<file path="src/rtl/mux_21_arb.sv">
// Two-source round-robin burst arbiter steering a 2:1 data mux onto one valid/ready channel.
// A grant is held for up to MAX_BURST beats, or until the source marks its last beat or withdraws.
module mux_21_arb #(
  parameter int DW        = 8,
  parameter int MAX_BURST = 4
) (
  input  logic          clk,
  input  logic          rst_n,
  input  logic [1:0]    req_i,
  input  logic [1:0]    last_i,
  input  logic [DW-1:0] data_0_i,
  input  logic [DW-1:0] data_1_i,
  output logic [1:0]    gnt_o,
  output logic          sel_o,
  output logic          out_valid,
  output logic [DW-1:0] out_data,
  input  logic          out_ready
);

  localparam int CW = (MAX_BURST > 1) ? $clog2(MAX_BURST) : 1;
  localparam logic [CW-1:0] CNT_LAST = CW'(MAX_BURST - 1);
  localparam logic [CW-1:0] CNT_ONE  = CW'(1);
  localparam logic [CW-1:0] CNT_ZERO = CW'(0);

  typedef enum logic [1:0] {
    IDLE = 2'd0,
    G0   = 2'd1,
    G1   = 2'd2
  } state_t;

  state_t        state_r;
  logic          prio_r;
  logic [CW-1:0] beat_cnt_r;
  logic          sel_r;

  logic cur_s;
  logic in_grant_s;
  logic own_req_s;
  logic oth_req_s;
  logic own_last_s;
  logic xfer_s;
  logic burst_end_s;
  logic idle_pick_s;

  // Grant decode: which source owns the channel and whether this cycle closes its burst.
  always_comb begin
    in_grant_s = 1'b0;
    cur_s      = 1'b0;
    case (state_r)
      G0: begin
        in_grant_s = 1'b1;
        cur_s      = 1'b0;
      end
      G1: begin
        in_grant_s = 1'b1;
        cur_s      = 1'b1;
      end
      default: begin
        in_grant_s = 1'b0;
        cur_s      = 1'b0;
      end
    endcase
    own_req_s   = req_i[cur_s];
    oth_req_s   = req_i[~cur_s];
    own_last_s  = last_i[cur_s];
    out_valid   = in_grant_s & own_req_s;
    xfer_s      = out_valid & out_ready;
    if (xfer_s) begin
      gnt_o = cur_s ? 2'b10 : 2'b01;
    end else begin
      gnt_o = 2'b00;
    end
    // A withdrawn request closes the burst without a transfer.
    burst_end_s = in_grant_s &
                  (~own_req_s | (xfer_s & (own_last_s | (beat_cnt_r == CNT_LAST))));
    if (req_i == 2'b11) begin
      idle_pick_s = prio_r;
    end else begin
      idle_pick_s = req_i[1];
    end
  end

  assign sel_o    = sel_r;
  assign out_data = sel_r ? data_1_i : data_0_i;

  // Arbitration FSM with priority pointer, beat counter and registered mux select.
  always_ff @(posedge clk or negedge rst_n) begin
    if (!rst_n) begin
      state_r    <= IDLE;
      prio_r     <= 1'b0;
      beat_cnt_r <= CNT_ZERO;
      sel_r      <= 1'b0;
    end else begin
      case (state_r)
        IDLE: begin
          if (req_i != 2'b00) begin
            state_r    <= idle_pick_s ? G1 : G0;
            sel_r      <= idle_pick_s;
            beat_cnt_r <= CNT_ZERO;
          end else begin
            state_r <= IDLE;
          end
        end
        G0, G1: begin
          if (burst_end_s) begin
            prio_r     <= ~cur_s;
            beat_cnt_r <= CNT_ZERO;
            if (oth_req_s) begin
              state_r <= cur_s ? G0 : G1;
              sel_r   <= ~cur_s;
            end else begin
              state_r <= IDLE;
            end
          end else if (xfer_s) begin
            beat_cnt_r <= beat_cnt_r + CNT_ONE;
          end else begin
            beat_cnt_r <= beat_cnt_r;
          end
        end
        default: begin
          state_r    <= IDLE;
          beat_cnt_r <= CNT_ZERO;
        end
      endcase
    end
  end

endmodule

</file>
<file path="config.mk">
export PLATFORM = sky130hd
export DESIGN_NAME = mux_21_arb
export DESIGN_NICKNAME = d
export VERILOG_FILES = /design/src/rtl/mux_21_arb.sv
export SDC_FILE = /design/constraint.sdc
export NUM_CORES = 1
export LEC_CHECK = 0
export CAP_MARGIN = 20
export CORE_MARGIN = 3
export CORE_UTILIZATION = 39
export CTS_CLUSTER_DIAMETER = 30
export DETAILED_ROUTE_END_ITERATION = 10
export PLACE_DENSITY = 0.9
export SLEW_MARGIN = 25
export SYNTH_ARGS = -nofsm -noshare
export SYNTH_HDL_FRONTEND = slang
export SYNTH_SLANG_ARGS = --single-unit
</file>
<file path="constraint.sdc">
create_clock -name clk -period 4.45 [get_ports clk]
set_clock_uncertainty 0.15 [all_clocks]
set_input_delay 1.335 -clock clk [delete_from_list [all_inputs] [get_ports clk]]
set_output_delay 1.335 -clock clk [all_outputs]
set_load 0.02 [all_outputs]
</file>
# Word-level counts from Yosys, hierarchy flattened
# Cells that the tools add are included.
[op_classes] addsub=1 n_lt_le_gt_ge=2 n_eq_ne=8 muxes=26 bitwise=8 n_reduce_logical=7
[ops] operator="$mux W2" count=10
[ops] operator="$mux W1" count=12
[ops] operator="$mux W8" count=1
[ops] operator="$pmux W2 S2" count=2
[ops] operator="$eq A2 B2 Y1 const B" count=3
[ops] operator="$and A1 B1 Y1" count=4
[ops] operator="$lt A1 B2 Y1 const B" count=2
[ops] operator="$ne A2 B1 Y1 const B" count=2
[ops] operator="$reduce_and A2 Y1" count=2
[ops] operator="$reduce_and A4 Y1" count=1
[ops] operator="$reduce_bool A2 Y1" count=2
[ops] operator="$ne A3 B1 Y1 const B" count=1
[ops] operator="$add A2 B1 Y2 const B" count=1
[ops] operator="$eq A2 B1 Y1 const B" count=1
[ops] operator="$logic_not A2 Y1" count=1
[ops] operator="$ne A2 B2 Y1 const B" count=1
[ops] operator="$not A1 Y1" count=2
[ops] operator="$or A1 B1 Y1" count=2
[ops] operator="$pmux W1 S2" count=1
[ops] operator="$reduce_or A2 Y1" count=1
[totals] ff_bits=6 out_inout_bits=12 wordCells=56

# Depth between registers and ports, before layout
# Gate-level depths: netlist (run 1).
[logic_depth] word_depth=11 ltp_mapped=6 ltp_nobuf=6

# Worst setup path after synthesis (run 1)
# No wires, ideal clock.
[synth_timing] path_type="in2out" startpoint="in req_i[1]" endpoint="out gnt_o[0]" arrival_ns=2.398 slack_ns=0.567 cell_stages=5 path_cell_list="buf_2 mux2i_1 nor2_1 nand2_1 nor2_1"
[synth_via] elab_chain_len=5
[synth_rtl] element="from (decl)" line="9" source="input logic [1:0] req_i,"
[synth_rtl] element="$mux W1 (implied by the code) (2 in series)" line="63" source="own_req_s = req_i[cur_s];"
[synth_rtl] element="$and A1 B1 Y1" line="66" source="out_valid = in_grant_s & own_req_s;"
[synth_rtl] element="via out_valid" line="15" source="output logic out_valid,"
[synth_rtl] element="$and A1 B1 Y1" line="67" source="xfer_s = out_valid & out_ready;"
[synth_rtl] element="$mux W2" line="68" source="if (xfer_s) begin"
[synth_rtl] element="to (decl)" line="13" source="output logic [1:0] gnt_o,"
# The timed path passes the listed nets, and every way through them passes these cells. The select of a mux whose other input is x is not followed.

# Worst setup path after layout (run 1)
[layout_timing] startpoint="in req_i[1]" endpoint="out gnt_o[1]"
[layout_via] elab_chain_len=5
[layout_rtl] element="$mux W1 (implied by the code) (2 in series)" line="63"
[layout_rtl] element="$and A1 B1 Y1" line="66"
[layout_rtl] element="$and A1 B1 Y1" line="67"
[layout_rtl] element="$mux W2" line="68"
# No other way between the ends. The select of a mux whose other input is x is not followed.

==> results.yml, run 1 <==
timing:
  maxSlewHeadroom: 0.672
  fin_crit_ns: 4.34
  hold_viol_final: 0
  tightest_slew_ns: 0.492
  setup_violations: 0
  whs_ns: 0.363
  report.final.slew_viol_count: 0
  setup_tns_ns: 0
  rsz0062_at_grt: "no"
  fmax_ghz: 0.230
  fin_crit_sh: 0.975
  fin_ws_ns: 0.111
cells_and_area:
  layout.cells.non_filler: 117
  mostFrequentLayoutCells: "33 x clkdlybuf4s50_1, 6 x mux2_1, 6 x nand2_1, 6 x dfrtp_1"
  finish.utilization: 0.733
  final_common_cell: "clkdlybuf4s50_1"
  drive_gt1_frac: 0.137
  synthToLayoutAreaGrowth_pct: 66.7
  multi_input_area_um2: 425
  fillers: 101
  seq_area_um2: 150
  fin_nets: 132
  num_antenna_cells: 0
clocking:
  cts_buffer_depth: 2
  numCtsBuffers: 3
  cts_root_buffer: "clkbuf_4"
  clock_latency_ns: 0.24
  clk_pin_slew_worst_paths_ns: 0.04
  htree_levels: 1
  cts_setup_buffers: 0
  cts_tree: "yes"
  cts_hold_buf: 0
  cts_num_sinks: 6
routing:
  vias: 648
  first_pass_iters: 4
  vias_per_cell: 5.54
  wirelength_mm: 1.80
  ant_nets: 0
  post_drt_wl_per_cell_um: 15.4
  drc: 0
  first_iter_violations: 35
job:
  max_cap_violations: 0
synthesis:
  synth.top_cell.area_share: 0.250
  syn_area_um2: 601
  synth_cell_type_count: 26
  ys_seq_area_frac: 0.250
  ys_ff_latch: 6
  synth_top_area_cell: "dfrtp_1"
  synthTopCellsByArea: "dfrtp_1 25%, mux2_1 11%, ha_1 10%"
  synthCells: 64
  synth_nets: 92
  synth.yosys.warnings: 0
  syn_area_per_cell_um2: 9.38
grt:
  grt_pass1_wl_mm: 2.78
  grt_pass1_vias: 590
  antenna_found_initial: 0
  grt_max_degree: 11
  grt_usage: 0.191
  grt-ovfl-total: 0
critical_path:
  regToRegEndpoint: "sel_o$_DFFE_PN0P_"
  worst-r2r-cell-count: 6
  worst_path_largest_cell_delay_ns: 0.59
  endpoint: "gnt_o[1]"
  cp_slowest_cell: "clkdlybuf4s50_1"
  worstSetupStartpointType: "input port"
  cp_max_fo: 4
  reg2reg_slack_ns: 2.25
  cp.required_ns: 2.96
  cp_num_buf_inv: 2
  cp-end-kind: "output pin"
  worstPathCellList: "clkdlybuf4s50_1 > mux2i_1 > nor2_2 > and3_1 > clkdlybuf4s50_1"
  crit_start: "req_i[1]"
  crit_cells: 5
  cp_data_arrival_time_ns: 2.85
  reg2reg_from: "state_r[0]$_DFFE_PN0P_"
  crit_family: "buffers and inverters"
  crit_top_cell: "clkdlybuf4s50_1"
  worstSetupPathType: "in -> out"
power:
  ir_drop_mv: 0.355
  leakage_uw: 0.000439
  power_density_nw_per_um2: 511
floorplanning:
  dieArea_um2: 2050
  rows: 13
  coreArea_um2: 1370
  start_util: 0.440
  die_h_um: 45.2
  die_w_um: 45.2
  io_pins: 35
hold_path:
  hold_path_class: "reg -> reg"
  holdPathStages: 1
placement:
  dp_hpwl_mm: 1.47
  portBuffers: 34
  dpl_worst_slack_ns: 0.0444
  dp_cells: 114
  gp_congestion: 0.797
outcome:
  status: "completed"
==> layer usage <==
layer / track usage / part of all wire / up-vias
met1: 0.271 / 0.44 / 293
met5: 0 / 0 / -
met4: 0.0877 / 0.0056 / 0
met3: 0.0319 / 0.092 / 2
met2: 0.280 / 0.46 / 40
li1: - / - / 313
==> where the power goes <==
| part | switching, uW | leakage (uW) | total (uW) | internal [uW] |
|---|---|---|---|---|
| clock | 18.7 | 0.0000138 | 49.2 | 30.4 |
| sequential | 25.9 | 0.0000747 | 98.6 | 72.7 |
| combinational | 185 | 0.000350 | 363 | 178 |
| total | 230 | 0.000439 | 511 | 281 |
==> worst min-delay path by stage <==
stage,startpoint,end,slack (ns)
floorplan,state_r[0]$_DFFE_PN0P_,state_r[0]$_DFFE_PN0P_,0.33
global placement,beat_cnt_r[0]$_DFFE_PN0P_,beat_cnt_r[0]$_DFFE_PN0P_,0.35
detailed placement,state_r[0]$_DFFE_PN0P_,state_r[0]$_DFFE_PN0P_,0.36
CTS,state_r[0]$_DFFE_PN0P_,state_r[0]$_DFFE_PN0P_,0.37
global route,state_r[0]$_DFFE_PN0P_,state_r[0]$_DFFE_PN0P_,0.41
finish,beat_cnt_r[0]$_DFFE_PN0P_,beat_cnt_r[0]$_DFFE_PN0P_,0.36
==> cell usage after synthesis <==
cell,n
a2bb2oi_1,1
nor3_1,1
nand2_1,6
buf_2,1
inv_1,4
mux2_2,4
a32oi_1,1
clkbuf_1,1
o31ai_1,3
inv_2,1
mux2_4,1
dfrtp_1,6
a2111oi_4,1
mux2i_1,3
a31oi_1,2
o22ai_1,1
nand2b_1,2
and2_1,1
mux2_1,6
and2b_1,1
o211ai_1,1
a21oi_1,5
ha_1,5
nor2_1,4
and3_1,1
o41ai_1,1
==> metrics by stage <==
stage          power, uW  area (um^2)
2_1_floorplan        329          601
3_3_place_gp         447          973
3_5_place_dp         458          973
4_1_cts              511          996
5_1_grt              549         1000
6_report             511         1000
==> worst register-to-register path, stage by stage (launching register included) <==
cell       delay [ns]
dfrtp_1          0.39
inv_1            0.11
ha_1             0.29
mux2_4           0.35
a2111oi_4        0.54
o31ai_1          0.16
o41ai_1          0.09
==> cells by family after synthesis <==
logic type / count (synthesis) / share of synthesized area
buffers and inverters: 7 / 0.0458
adder cells (fa/ha/maj): 5 / 0.104
AO/OA/AOI/OAI: 16 / 0.213
flip-flops: 6 / 0.250
AND/OR/NAND/NOR: 16 / 0.125
multiplexers: 14 / 0.262
==> registers in the layout (all words and copies together) (netlist names) <==
signal      cells
beat_cnt_r      2
sel_o           1
state_r         2
prio_r          1
==> layout make-up <==
type | count | share of cell area
multi-input combinational | 51 | 0.425
timing repair buffer | 37 | 0.365
sequential | 6 | 0.150
clock buffer | 3 | 0.0225
inverter | 5 | 0.0188
tap | 15 | 0.0188
==> what timing repair did <==
action / in CTS / in global routing
setup endpoints to repair: 0 / 2
endpoints found under the hold margin: 0 / 0
resized for setup: 0 / 2
No activity file was read; power rests on OpenSTA's default activity.
==> run 2: changes to the inputs <==
--- a/config.mk
+++ b/config.mk
@@ -8,7 +8,7 @@
 export CAP_MARGIN = 20
 export CORE_MARGIN = 3
 export CORE_UTILIZATION = 39
-export CTS_CLUSTER_DIAMETER = 30
+export CTS_CLUSTER_DIAMETER = 150
 export DETAILED_ROUTE_END_ITERATION = 10
 export PLACE_DENSITY = 0.9
 export SLEW_MARGIN = 25
==> results of run 2 <==
The final DEF is identical to that of run 1; final timing and power are the same.
